--- config.mk ---
export PLATFORM = sky130hd
export DESIGN_NAME = rotr_64b_pipe
export DESIGN_NICKNAME = d
export VERILOG_FILES = /design/src/rtl/rotr_64b_pkg.sv /design/src/rtl/rotr_64b_stage.sv /design/src/rtl/rotr_64b_pipe.sv
export SDC_FILE = /design/constraint.sdc
export NUM_CORES = 1
export LEC_CHECK = 0
export ABC_CLOCK_PERIOD_IN_PS = 3000
export BUFFER_PORTS_ARGS = -buffer_cell sky130_fd_sc_hd__buf_4
export CORE_MARGIN = 2
export CORE_UTILIZATION = 35
export DETAILED_ROUTE_END_ITERATION = 16
export PLACE_DENSITY = 0.52
export SYNTH_ARGS = -nofsm -noshare
export SYNTH_HDL_FRONTEND = slang
export SYNTH_SLANG_ARGS = --single-unit
--- constraint.sdc ---
create_clock -name clk_i -period 3 [get_ports clk_i]
set_input_delay 0.45 -clock clk_i [delete_from_list [all_inputs] [get_ports clk_i]]
set_output_delay 0.45 -clock clk_i [all_outputs]
set_load 0.01 [all_outputs]
--- src/rtl/rotr_64b_pkg.sv ---
// Shared constants, stage record and rotate helper for the 64-bit rotate-right pipeline.
package rotr_64b_pkg;

  localparam int DATA_W  = 64;
  localparam int SHIFT_W = 6;

  typedef struct packed {
    logic               valid;
    logic [DATA_W-1:0]  data;
    logic [SHIFT_W-1:0] shift;
  } rotr_stage_t;

  // Rotating a doubled word avoids the shift-by-width corner at amount 0.
  function automatic logic [DATA_W-1:0] rotr(input logic [DATA_W-1:0]  d,
                                             input logic [SHIFT_W-1:0] amt);
    logic [2*DATA_W-1:0] dd;
    dd = {d, d} >> amt;
    return dd[DATA_W-1:0];
  endfunction

endpackage

--- src/rtl/rotr_64b_stage.sv ---
// One rotate stage: rotates by SCALE*shift[1:0], forwards the remaining shift bits,
// and is either a registered pipeline slot (REG=1) or pure combinational pass-through.
module rotr_64b_stage
  import rotr_64b_pkg::*;
#(
  parameter int SCALE = 1,
  parameter bit REG   = 1'b1
) (
  input  logic               clk_i,
  input  logic               rst_n_i,
  input  logic               valid_i,
  input  logic [DATA_W-1:0]  data_i,
  input  logic [SHIFT_W-1:0] shift_i,
  input  logic               succ_ready_i,
  output logic               ready_o,
  output logic               valid_o,
  output logic [DATA_W-1:0]  data_o,
  output logic [SHIFT_W-1:0] shift_o
);

  logic [SHIFT_W-1:0] amt;
  logic [DATA_W-1:0]  rot_data;

  assign amt      = SHIFT_W'(SCALE) * {{(SHIFT_W-2){1'b0}}, shift_i[1:0]};
  assign rot_data = rotr(data_i, amt);

  generate
    if (REG) begin : g_reg
      rotr_stage_t stage_q;
      rotr_stage_t stage_d;

      assign ready_o = !stage_q.valid || succ_ready_i;

      // Data only loads with a valid operand so an emptied slot keeps its old contents.
      always_comb begin
        stage_d = stage_q;
        if (ready_o) begin
          stage_d.valid = valid_i;
          if (valid_i) begin
            stage_d.data  = rot_data;
            stage_d.shift = shift_i >> 2;
          end
        end
      end

      always_ff @(posedge clk_i or negedge rst_n_i) begin
        if (!rst_n_i) begin
          stage_q <= '0;
        end else begin
          stage_q <= stage_d;
        end
      end

      assign valid_o = stage_q.valid;
      assign data_o  = stage_q.data;
      assign shift_o = stage_q.shift;
    end else begin : g_comb
      logic unused_clk_rst;
      assign unused_clk_rst = clk_i ^ rst_n_i;

      assign ready_o = succ_ready_i;
      assign valid_o = valid_i;
      assign data_o  = valid_i ? rot_data : '0;
      assign shift_o = valid_i ? (shift_i >> 2) : '0;
    end
  endgenerate

endmodule

--- src/rtl/rotr_64b_pipe.sv ---
// 64-bit rotate-right, three stages (1x, 4x, 16x) with valid/ready flow control.
// Define ROTR_64B_REG_OUT_EN to register the last stage (latency 3); otherwise it is combinational (latency 2).
module rotr_64b_pipe
  import rotr_64b_pkg::*;
(
  input  logic               clk_i,
  input  logic               rst_n_i,
  input  logic [SHIFT_W-1:0] shift_i,
  input  logic [DATA_W-1:0]  in_data_i,
  input  logic               in_valid_i,
  output logic               in_ready_o,
  output logic [DATA_W-1:0]  out_data_o,
  output logic               out_valid_o,
  input  logic               out_ready_i
);

`ifdef ROTR_64B_REG_OUT_EN
  localparam bit S3_REG = 1'b1;
`else
  localparam bit S3_REG = 1'b0;
`endif

  logic               s1_valid, s2_valid;
  logic [DATA_W-1:0]  s1_data, s2_data;
  logic [SHIFT_W-1:0] s1_shift, s2_shift, unused_s3_shift;
  logic               s2_ready, s3_ready;

  rotr_64b_stage #(.SCALE(1), .REG(1'b1)) u_s1 (
    .clk_i        (clk_i),
    .rst_n_i      (rst_n_i),
    .valid_i      (in_valid_i),
    .data_i       (in_data_i),
    .shift_i      (shift_i),
    .succ_ready_i (s2_ready),
    .ready_o      (in_ready_o),
    .valid_o      (s1_valid),
    .data_o       (s1_data),
    .shift_o      (s1_shift)
  );

  rotr_64b_stage #(.SCALE(4), .REG(1'b1)) u_s2 (
    .clk_i        (clk_i),
    .rst_n_i      (rst_n_i),
    .valid_i      (s1_valid),
    .data_i       (s1_data),
    .shift_i      (s1_shift),
    .succ_ready_i (s3_ready),
    .ready_o      (s2_ready),
    .valid_o      (s2_valid),
    .data_o       (s2_data),
    .shift_o      (s2_shift)
  );

  rotr_64b_stage #(.SCALE(16), .REG(S3_REG)) u_s3 (
    .clk_i        (clk_i),
    .rst_n_i      (rst_n_i),
    .valid_i      (s2_valid),
    .data_i       (s2_data),
    .shift_i      (s2_shift),
    .succ_ready_i (out_ready_i),
    .ready_o      (s3_ready),
    .valid_o      (out_valid_o),
    .data_o       (out_data_o),
    .shift_o      (unused_s3_shift)
  );

endmodule

==> summary.md <==
| Metric | Value |
|---|---|
| Status | `finished clean` |
| Synth-to-Final Area Change | `18.5%` |
| Synth Area per Inst | `between 10 and 15 um2` |
| Die height | `172 um` |
| Layout Cells excl Fill | `~1200` |
| TritonCTS Buffers | `17` |
| Critical Path Slowest Stage Cell | `dfrtp_4` |
| Sw frac | `0.352` |
| Clock Tree Buf Depth | `2` |
| Initial core utilization | `0.356` |
| Post-CTS sizing | `0` |
| Syn Inst Count | `around 720` |
| Detail Route Antenna Nets | `0` |
| #FFs+latches synth | `~140` |
| Max Freq | `between 300 and 400 MHz` |
| Placed inst area | `between 10000 and 15000 um2` |
| Most used cell, CP | `buf_4` |
| Crit Path Max Fanout | `31` |
| Crit start category | `flop` |
| Ant diodes | `0` |
| CTS sink count | `about 140` |
| Met3 Usage GRT | `0.0256` |
| Ys Warns | `0` |
| Vias | `between 6000 and 7000` |
| Largest net degree at the start of global routing | `between 60 and 70` |
| Routability congestion estimate | `0.789` |
| Final min period | `2.77 ns` |
| Max Cap Viol | `0` |
| Largest cells by area after synthesis | `dfrtp_1, mux2i_1, mux2_2` |
| Clock power share | `0.214` |
| Synth top area share | `0.344` |
| Grt peak-use layer | `met1` |
| Layout Utilization | `0.422` |
| Core area | `around 28000 um2` |
| Crit share post-route | `0.923` |
| Crit path required time | `about 2.6 ns` |
| Met1 Use GR | `0.269` |
| Worst setup EP type | `output port` |
| Int Power | `between 6 and 7 mW` |
| Sequential power share | `0.340` |
| Power, Total | `~10 mW` |
| Setup Fix Bufs, Post-CTS | `0` |
| Most area-hungry cell type in the Yosys netlist | `dfrtp_1` |
| Port bufs | `about 140` |
| Layout cells sized above 1 | `0.448` |
| Antenna violations before repair | `0` |
| Post-route DRC | `0` |
| Nets | `between 900 and 1000` |
| Fin. max-slew vios | `0` |
| All-layer global routing usage | `0.178` |
| Post-Route WL | `~25000 um` |
| Maximum vdd drop | `about 360 uV` |
| Worst-Margin Slew | `0.701 ns` |
| Final Skew | `between 0.008 and 0.009 ns` |
| Routed vias/inst | `roughly 5.2` |
| Max stage delay on crit path | `0.74 ns` |
| Final TNS setup | `0 ns` |
| Post-synthesis sequential area ratio | `0.344` |
| Leak | `5.31 nW` |
| Io pins | `140` |
| Die Area | `around 30000 um2` |
| First-pass GRT wire length | `roughly 40000 um` |
| Vias in the first global route | `6560` |
| # placed instances | `roughly 1200` |
| Post-route cell area | `approximately 12000 um2` |
| Power Dens Cells | `approximately 850 nW/um2` |
| Initial DRC Count | `roughly 340` |
| Clock slew at reported path FFs | `around 0.060 ns` |
| Final setup violating endpoints | `0` |
| Hold Crit Class | `primary input to asynchronous set/reset pin` |
| Htree depth | `4` |
| Combinational power share | `0.445` |
| Clk_lat worst skew | `0.43 ns` |
| Wire per inst | `between 20 and 25 um` |
| Syn Std Cell Area | `roughly 9900 um2` |
| Row count | `between 60 and 70` |
| RSZ-0062 raised after global routing | `no` |
| CP Class | `flop to output port` |
| CTS tree | `done` |
| CP arrival | `about 2.3 ns` |
| Hold Fails Final Rpt | `0` |
| M2 GR Usage | `0.264` |
| CTS Hold Bufs | `0` |
| Pre-antenna DRT Iters | `5` |
| Syn Nets | `around 800` |
| P_sw | `around 3.5 mW` |
| Remaining Overflow, GRT | `0` |
| Slew HR | `0.532` |
| DP Wirelength | `20400 um` |
| Critical Path, Cell by Cell | `buf_4 -> mux4_1 -> and2_1 -> buf_4` |
| Root Driver | `clkbuf_16` |
| Commonest cells after routing, fill and taps aside | `mux2i_1, buf_4, dfrtp_1` |
| Synth cell types | `18` |
| Die X | `~170 um` |
| Commonest non-fill, non-tap cell in the layout | `mux2i_1` |
layout make-up:
| cell class | count | area, um2 |
|---|---|---|
| tap | 378 | 473 |
| fill | 2689 | 16100 |
| multi-input combinational | 524 | 5970 |
| timing repair buffer | 154 | 1260 |
| clock inverter | 14 | 165 |
| clock buffer | 18 | 439 |
| sequential | 136 | 3420 |
path summary, 6_finish.rpt:
kind	startpoint	endpoint	slack, ns	cells after the start
max	u_s2.shift_o[0]	out_data_o[0]	0.23	4
min	rst_n_i	u_s2.data_o[49]	0.02	1
max reg2reg	u_s1.shift_o[0]	u_s2.data_o[49]	0.79	4
min reg2reg	u_s1.shift_o[2]	u_s2.shift_o[0]	0.51	1
max in group asynchronous	rst_n_i	u_s2.data_o[19]	2.16	2
min in group clk_i	in_valid_i	u_s1.valid_o	0.23	2
logic make-up (layout without fill, tap and decap cells):
family / Yosys count / after routing / share of synthesized area
buffers and inverters: 63 / 186 / 0.0524
flip-flops: 136 / 136 / 0.344
multiplexers: 454 / 454 / 0.560
AND/OR/NAND/NOR: 70 / 70 / 0.0439
power groups by stage:
stage	registers (mW)	clock network, mW	logic [mW]
floorplan	2.84	0	3.29
global placement	3.34	0	4.42
detailed placement	3.41	0	4.47
CTS	3.37	2.17	4.49
global route	3.49	2.25	4.77
finish	3.38	2.13	4.41
cell usage after synthesis:
master	instances
clkbuf_4	2
buf_8	1
dfrtp_1	136
clkbuf_1	6
buf_12	5
buf_4	16
clkbuf_8	2
buf_6	10
mux4_1	6
nand2_1	2
nand3b_1	1
mux2i_1	256
nand2b_1	3
buf_2	21
and2_1	64
mux2_2	129
mux4_2	58
mux2_1	5
routing by layer:
layer,vias up,part of all wire
li1,2981,-
met3,24,0.037
met4,0,0.016
met2,141,0.44
met5,-,0
met1,3258,0.51
flip-flops by register name (all words and copies together) (netlist names):
name,cells
u_s2.data_o,64
u_s2.valid_o,1
u_s1.valid_o,1
u_s2.shift_o,2
u_s1.data_o,64
u_s1.shift_o,4
through the flow:
step	setup slack (ns)	hold WS (ns)
after detailed placement	0.643	0.496
after global routing	0.0911	0.0511
after global placement	0.678	0.486
after CTS	0.184	0.0296
final	0.231	0.0222
after floorplan	1.22	0.154
critical path: cells and delay by family, from the launching register on:
kind	cells	cell delay [ns]
flip-flops	1	0.74
multiplexers	1	0.55
buffers and inverters	2	0.44
AND/OR/NAND/NOR	1	0.17
(Power assumes the default switching activity.)
